File: config.mk
export PLATFORM = sky130hd
export DESIGN_NAME = serial_adder_ctrl
export DESIGN_NICKNAME = d
export VERILOG_FILES = /design/src/rtl/serial_add_pkg.sv /design/src/rtl/serial_adder_ctrl_fa_cell.sv /design/src/rtl/serial_adder_ctrl.sv
export SDC_FILE = /design/constraint.sdc
export NUM_CORES = 1
export LEC_CHECK = 0
export ABC_AREA = 0
export BUFFER_PORTS_ARGS = -buffer_cell sky130_fd_sc_hd__buf_4
export CELL_PAD_IN_SITES_DETAIL_PLACEMENT = 1
export CELL_PAD_IN_SITES_GLOBAL_PLACEMENT = 1
export CORE_UTILIZATION = 35
export DETAILED_ROUTE_END_ITERATION = 8
export PLACE_DENSITY_LB_ADDON = 0.1
export SETUP_SLACK_MARGIN = 0.5
export SLEW_MARGIN = 20
export SYNTH_ARGS = -nofsm -noshare
export SYNTH_HDL_FRONTEND = slang
export SYNTH_SLANG_ARGS = --single-unit
File: constraint.sdc
create_clock -name clk -period 2.35 [get_ports clk]
set_input_delay 0.5875 -clock clk [delete_from_list [all_inputs] [get_ports clk]]
set_output_delay 0.5875 -clock clk [all_outputs]
set_load 0.01 [all_outputs]
File: src/rtl/serial_add_pkg.sv
// Shared constants for the bit-serial adder controller: FSM state encoding
// and the default operand width.
package serial_add_pkg;

  typedef enum logic [1:0] {
    ST_IDLE = 2'd0,
    ST_RUN  = 2'd1,
    ST_DONE = 2'd2
  } state_e;

  localparam int SA_WIDTH = 8;

endpackage : serial_add_pkg

File: src/rtl/serial_adder_ctrl_fa_cell.sv
// Combinational full adder: two NAND-level half adders plus an OR of their
// carries. One instance is time-shared across all operand bits.
module fa_cell (
  input  logic a_i,
  input  logic b_i,
  input  logic c_i,
  output logic s_o,
  output logic c_o
);

  logic h1_n1_s, h1_n2_s, h1_n3_s, h1_s_s, h1_c_s;
  logic h2_n1_s, h2_n2_s, h2_n3_s, h2_c_s;

  // Half adder 1: the four-NAND XOR, with the carry taken from the shared first NAND
  assign h1_n1_s = ~(a_i & b_i);
  assign h1_n2_s = ~(a_i & h1_n1_s);
  assign h1_n3_s = ~(b_i & h1_n1_s);
  assign h1_s_s  = ~(h1_n2_s & h1_n3_s);
  assign h1_c_s  = ~h1_n1_s;

  assign h2_n1_s = ~(h1_s_s & c_i);
  assign h2_n2_s = ~(h1_s_s & h2_n1_s);
  assign h2_n3_s = ~(c_i & h2_n1_s);
  assign s_o     = ~(h2_n2_s & h2_n3_s);
  assign h2_c_s  = ~h2_n1_s;

  assign c_o = h1_c_s | h2_c_s;

endmodule : fa_cell

File: src/rtl/serial_adder_ctrl.sv
// Bit-serial adder controller: runs one fa_cell over WIDTH operand bits, LSB
// first, framed by start/done. Define SERIAL_ADD_SUB_EN for the sub (a-b) mode.
module serial_adder_ctrl
  import serial_add_pkg::*;
#(
  parameter int WIDTH = SA_WIDTH
) (
  input  logic             clk,
  input  logic             rst,
  input  logic             start,
  input  logic [WIDTH-1:0] a,
  input  logic [WIDTH-1:0] b,
`ifdef SERIAL_ADD_SUB_EN
  input  logic             sub,
`endif
  output logic             busy,
  output logic             done,
  output logic [WIDTH-1:0] sum,
  output logic             carry
);

  localparam int CW = (WIDTH > 1) ? $clog2(WIDTH) : 1;
  localparam logic [CW-1:0] CNT_LAST = CW'(WIDTH - 1);
  localparam logic [CW-1:0] CNT_ONE  = CW'(1);

  state_e           state_q, state_d;
  logic [CW-1:0]    cnt_q, cnt_d;
  logic [WIDTH-1:0] a_sr_q, a_sr_d;
  logic [WIDTH-1:0] b_sr_q, b_sr_d;
  // Only WIDTH-1 result bits are stored; the cell's last sum bit completes the word
  logic [WIDTH-2:0] res_sr_q, res_sr_d;
  logic             cy_q, cy_d;
  logic [WIDTH-1:0] sum_q, sum_d;
  logic             carry_q, carry_d;
  logic             b_bit_s, cin_start_s;
  logic             fa_s_s, fa_c_s;

`ifdef SERIAL_ADD_SUB_EN
  logic sub_q, sub_d;

  assign b_bit_s     = b_sr_q[0] ^ sub_q;
  assign cin_start_s = sub;
`else
  assign b_bit_s     = b_sr_q[0];
  assign cin_start_s = 1'b0;
`endif

  fa_cell u_fa (
    .a_i (a_sr_q[0]),
    .b_i (b_bit_s),
    .c_i (cy_q),
    .s_o (fa_s_s),
    .c_o (fa_c_s)
  );

  // Next-state, datapath shift and result capture
  always_comb begin
    state_d  = state_q;
    cnt_d    = cnt_q;
    a_sr_d   = a_sr_q;
    b_sr_d   = b_sr_q;
    res_sr_d = res_sr_q;
    cy_d     = cy_q;
    sum_d    = sum_q;
    carry_d  = carry_q;
`ifdef SERIAL_ADD_SUB_EN
    sub_d    = sub_q;
`endif
    case (state_q)
      ST_IDLE: begin
        if (start) begin
          a_sr_d  = a;
          b_sr_d  = b;
          cy_d    = cin_start_s;
          cnt_d   = '0;
`ifdef SERIAL_ADD_SUB_EN
          sub_d   = sub;
`endif
          state_d = ST_RUN;
        end else begin
          state_d = ST_IDLE;
        end
      end
      ST_RUN: begin
        cy_d     = fa_c_s;
        res_sr_d = (WIDTH-1)'({fa_s_s, res_sr_q} >> 1);
        a_sr_d   = a_sr_q >> 1;
        b_sr_d   = b_sr_q >> 1;
        cnt_d    = cnt_q + CNT_ONE;
        if (cnt_q == CNT_LAST) begin
          sum_d   = {fa_s_s, res_sr_q};
          carry_d = fa_c_s;
          state_d = ST_DONE;
        end else begin
          state_d = ST_RUN;
        end
      end
      ST_DONE: begin
        state_d = ST_IDLE;
      end
      default: begin
        state_d = ST_IDLE;
      end
    endcase
  end

  // State and datapath registers
  always_ff @(posedge clk or posedge rst) begin
    if (rst) begin
      state_q  <= ST_IDLE;
      cnt_q    <= '0;
      a_sr_q   <= '0;
      b_sr_q   <= '0;
      res_sr_q <= '0;
      cy_q     <= 1'b0;
      sum_q    <= '0;
      carry_q  <= 1'b0;
`ifdef SERIAL_ADD_SUB_EN
      sub_q    <= 1'b0;
`endif
    end else begin
      state_q  <= state_d;
      cnt_q    <= cnt_d;
      a_sr_q   <= a_sr_d;
      b_sr_q   <= b_sr_d;
      res_sr_q <= res_sr_d;
      cy_q     <= cy_d;
      sum_q    <= sum_d;
      carry_q  <= carry_d;
`ifdef SERIAL_ADD_SUB_EN
      sub_q    <= sub_d;
`endif
    end
  end

  assign busy  = (state_q != ST_IDLE);
  assign done  = (state_q == ST_DONE);
  assign sum   = sum_q;
  assign carry = carry_q;

endmodule : serial_adder_ctrl

Word level (Yosys, flattened, before mapping):

Index checks and enable logic that the tools add are counted.

* bits in registers: 38
* input bits: 19

* bitwise logic cells: 17
* reductions and logical operators: 5
* equal/unequal tests: 4
* add/sub/neg operators: 1
* multiplexer cells: 11

Operators with widths (count)
* $pmux 8 s2: 2
* $mux 8: 2
* $and 1x1->1: 8
* $not 1->1: 8
* $pmux 3 s2: 1
* $pmux 2 s2: 1
* $reduce_and 2->1: 2
* $reduce_bool 2->1: 2
* $add 3x1->3 const B: 1
* $eq 3x3->1 const B: 1
* $mux 3: 1
* $eq 2x1->1 const B: 1
* $eq 2x2->1 const B: 1
* $logic_not 2->1: 1
* $mux 1: 2
* $mux 2: 1
* $ne 2x2->1 const B: 1
* $pmux 1 s2: 1
* $or 1x1->1: 1

Longest topological paths before layout:

* depth in word-level cells: 12
* depth in mapped cells: 5
* mapped depth without buffers: 4

Hierarchy:

Synthesis repeated with hierarchy kept, for this count alone.

* cells, all modules: 139
* area total of the unflattened synthesis: 1900.6 sq um

By module, submodules not included
* serial_adder_ctrl: area each 1880.6 sq um, times used 1, sequential area each 950.9 sq um, cells each 138
* fa_cell: area each 20.0 sq um, times used 1, sequential area each 0.0 sq um, cells each 1

Least setup slack after synthesis:

OpenSTA, ideal clock, no wires.

* kind: register to output
* start point: reg state_q[1]
* end point: out busy
* arrival time: 1.036 ns
* stages on the path, launching flop included: 4
* path slack: 0.726 ns
* buffers on the path: 2
* data required time: 1.762 ns
* path through: dfrtp_1 > buf_2 > buf_2 > or2_2

* cells in the longest elaborated chain, start to end: 1

Ends and longest elaborated chain
* start: declaration: line serial_adder_ctrl.sv:26 `state_e state_q, state_d;`
* start signal: assignment: line serial_adder_ctrl.sv:122 `state_q <= state_d;`
* $reduce_bool 2->1: line serial_adder_ctrl.sv:136 `assign busy = (state_q != ST_IDLE);`
* end: declaration: line serial_adder_ctrl.sv:16 `output logic busy,`

No other way between the ends.

Worst setup path after layout:

* start point: reg state_q[0]
* end point: out busy

The elaborated chain is that of the path after synthesis.

==> impl_metrics.env <==
export IMPL_outcome="completed"
export IMPL_timing_setup_tns_ns=0
export IMPL_first_pass_iters=3
export IMPL_seqPwrFrac_pct=44.3
export IMPL_async_reset_ff_share_pct=100
export IMPL_grt_pass1_vias=1221
export IMPL_die_y_um=72.5
export IMPL_timing_rr_end="sum[5]"
export IMPL_die_x_um=72.5
export IMPL_p_int_uw=1780
export IMPL_antenna_cells=0
export IMPL_drt_iter0_drc=53
export IMPL_muxShareOfSynthArea_pct=10.9
export IMPL_total_power_uw=2660
export IMPL_required_ns=1.76
export IMPL_synth_fa_ha_area_share_pct=2.59
export IMPL_drc=0
export IMPL_final_util_pct=44.3
export IMPL_ys_flop_type="dfrtp_1"
export IMPL_worstMarginPinSlew_ns=0.527
export IMPL_p_clk_share_pct=16.0
export IMPL_vias=1174
export IMPL_dieArea_um2=5250
export IMPL_cts_hold_buffers=0
export IMPL_h_tree_depth=2
export IMPL_ir_drop_v=0.000487
export IMPL_antenna_left=0
export IMPL_maxCapViolCount=0
export IMPL_dp_cells=221
export IMPL_drive_gt1_share_pct=43.3
export IMPL_wl_per_cell_um=15.6
export IMPL_io_buffers=29
export IMPL_cts_root_buf="clkbuf_8"
export IMPL_crit_chain="or2_2, buf_4"
export IMPL_cts_tree="built"
export IMPL_power_switching_share_pct=33.2
export IMPL_insertion_delay_ns=0.29
export IMPL_finalSetupViolCount=0
export IMPL_holdWs_ns=0.412
export IMPL_clock_path_buffers=2
export IMPL_io_pins=30
export IMPL_cts_sinks=38
export IMPL_syn2layout_area_growth_pct=21.3
export IMPL_combPwrFrac_pct=39.7
export IMPL_maxClockFrequency_mhz=559
export IMPL_synth_yosys_seq_area_share_pct=54.7
export IMPL_start_kind="flop"
export IMPL_finalCritPeriodShare_pct=76.1
export IMPL_r2r_start="cnt_q[0]"
export IMPL_ys_ff_latch=38
export IMPL_critPathMaxStageDelay_ns=0.47
export IMPL_crit_path_top_delay_cell="dfrtp_2"
export IMPL_crit_type="reg -> out"
export IMPL_grt_use_total_pct=15.2
export IMPL_yosysWarnings=0
export IMPL_slew_violations=0
export IMPL_rsz0062_at_grt="false"
export IMPL_final_cells=231
export IMPL_nets=186
export IMPL_path_clk_slew_ns=0.08
export IMPL_synth_simple_area_share_pct=14.1
export IMPL_synth_xor_area_share_pct=0
export IMPL_overflow=0
export IMPL_p_switching_uw=884
export IMPL_slew_headroom_pct=64.7
export IMPL_synth_top_family_by_area="simple AND/OR/NAND/NOR gates"
export IMPL_rows=25
export IMPL_coreArea_um2=4750
export IMPL_dp_hpwl_um=2350
export IMPL_gp_congestion=0.718
export IMPL_synth_enable_flop_cells=0
export IMPL_start_util_pct=36.6
export IMPL_synth_compound_area_share_pct=12.0
export IMPL_worstPathArrival_ns=1.20
export IMPL_syn_area_um2=1740
export IMPL_clock_skew_ns=0.00403
export IMPL_powerDensity_nw_per_um2=1260
export IMPL_vias_per_cell=5.08
export IMPL_grt_first_pass_wirelength_um=6020
export IMPL_fillers=521
export IMPL_antenna_found_initial=0
export IMPL_cts_buffers=5
export IMPL_reg2reg_slack_ns=0.65
export IMPL_hold_violations=0
export IMPL_wl_um=3600
export IMPL_grt_max_degree=39
export IMPL_critPathMaxFanout=10
export IMPL_synth_avg_cell_area_um2=13.1
export IMPL_yosys_cell_types_count=27
export IMPL_worstHoldPathType="in -> async"
export IMPL_leakage_uw=0.000957
export IMPL_cp_end_kind="primary output"
export IMPL_fin_crit_ns=1.79
export IMPL_synthCells=133
export IMPL_final_cell_mix="36 x dfrtp_1, 36 x buf_4, 16 x mux2_2"
export IMPL_synth_nets=155
export IMPL_reg2regPathDepth=4
cells in the mapped netlist (all sizes together) (2+ instances only):
| master | instances | share of area [%] |
|---|---|---|
| dfrtp | 38 | 55 |
| mux2 | 16 | 10 |
| buf | 10 | 3.2 |
| inv | 9 | 1.9 |
| nor4b | 7 | 3.5 |
| o221a | 7 | 4.5 |
| or4b | 7 | 4.0 |
| a221oi | 5 | 2.5 |
| nor2 | 5 | 1.1 |
| nor3b | 4 | 1.7 |
| a22o | 3 | 1.5 |
| nand2b | 3 | 1.1 |
| a211o | 2 | 1.0 |
| a211oi | 2 | 0.86 |
| clkbuf | 2 | 0.50 |
| ha | 2 | 1.4 |
| nor2b | 2 | 0.72 |
| nor4bb | 2 | 1.2 |
final cells by class:
type,instances,area [um2],share of cell area (%)
sequential,38,953,45.2
multi-input combinational,74,688,32.6
inverter,9,33.8,1.60
timing repair buffer,36,270,12.8
clock inverter,2,10.0,0.475
tap,67,83.8,3.98
clock buffer,5,68.8,3.26
state kept, by name, summed over array words and instances, names as in the netlist:
name,flops
cy_q,1
a_sr_q,8
res_sr_q,7
state_q,2
cnt_q,3
b_sr_q,8
sum,8
carry,1
power by group through the flow:
stage               clock (uW)  combinational, uW  sequential [uW]
finish                     426               1060             1180
global route               467               1180             1230
CTS                        439               1080             1190
detailed placement           0               1060             1200
global placement             0               1010             1190
floorplan                    0                753             1170
critical path: cells and delay by family (launching register included):
| family | cells | cell delay [ns] |
|---|---|---|
| AND/OR/NAND/NOR | 1 | 0.29 |
| flip-flops | 1 | 0.47 |
| buffers and inverters | 1 | 0.15 |
what timing repair did:
item,in CTS,in global routing
setup endpoints to repair,1,1
gates resized for setup,1,1
buffers inserted,3,0
per-layer routing:
metal,global-route usage [%],routed length [um]
met1,19.1,1620
met2,26.0,1810
met3,3.75,126
met4,4.58,44
met5,0,0
per-stage QoR:
| step | setup WS, ns | instance area (um2) |
|---|---|---|
| 6_report | 0.561 | 2110 |
| 5_1_grt | 0.511 | 2110 |
| 4_1_cts | 0.508 | 2110 |
| 3_5_place_dp | 0.646 | 2000 |
| 3_3_place_gp | 0.697 | 2000 |
| 2_1_floorplan | 0.726 | 1740 |
kinds of logic (layout without fill, tap and decap cells):
family	Yosys count	count (layout)
AOI/OAI and AO/OA	22	22
adders and majority gates	3	3
buffers and inverters	21	52
DFF	38	38
muxes	17	17
and+or+nand+nor	32	32
how the worst max path moves through the flow:
stage	from	end	cells after the start
2_1_floorplan	state_q[1]	busy	3
3_3_place_gp	cnt_q[0]	sum[6]	4
3_5_place_dp	cnt_q[0]	sum[5]	4
4_1_cts	state_q[0]	busy	2
5_1_grt	state_q[0]	busy	2
6_report	state_q[0]	busy	2
Power figures use the tool's default switching activity.
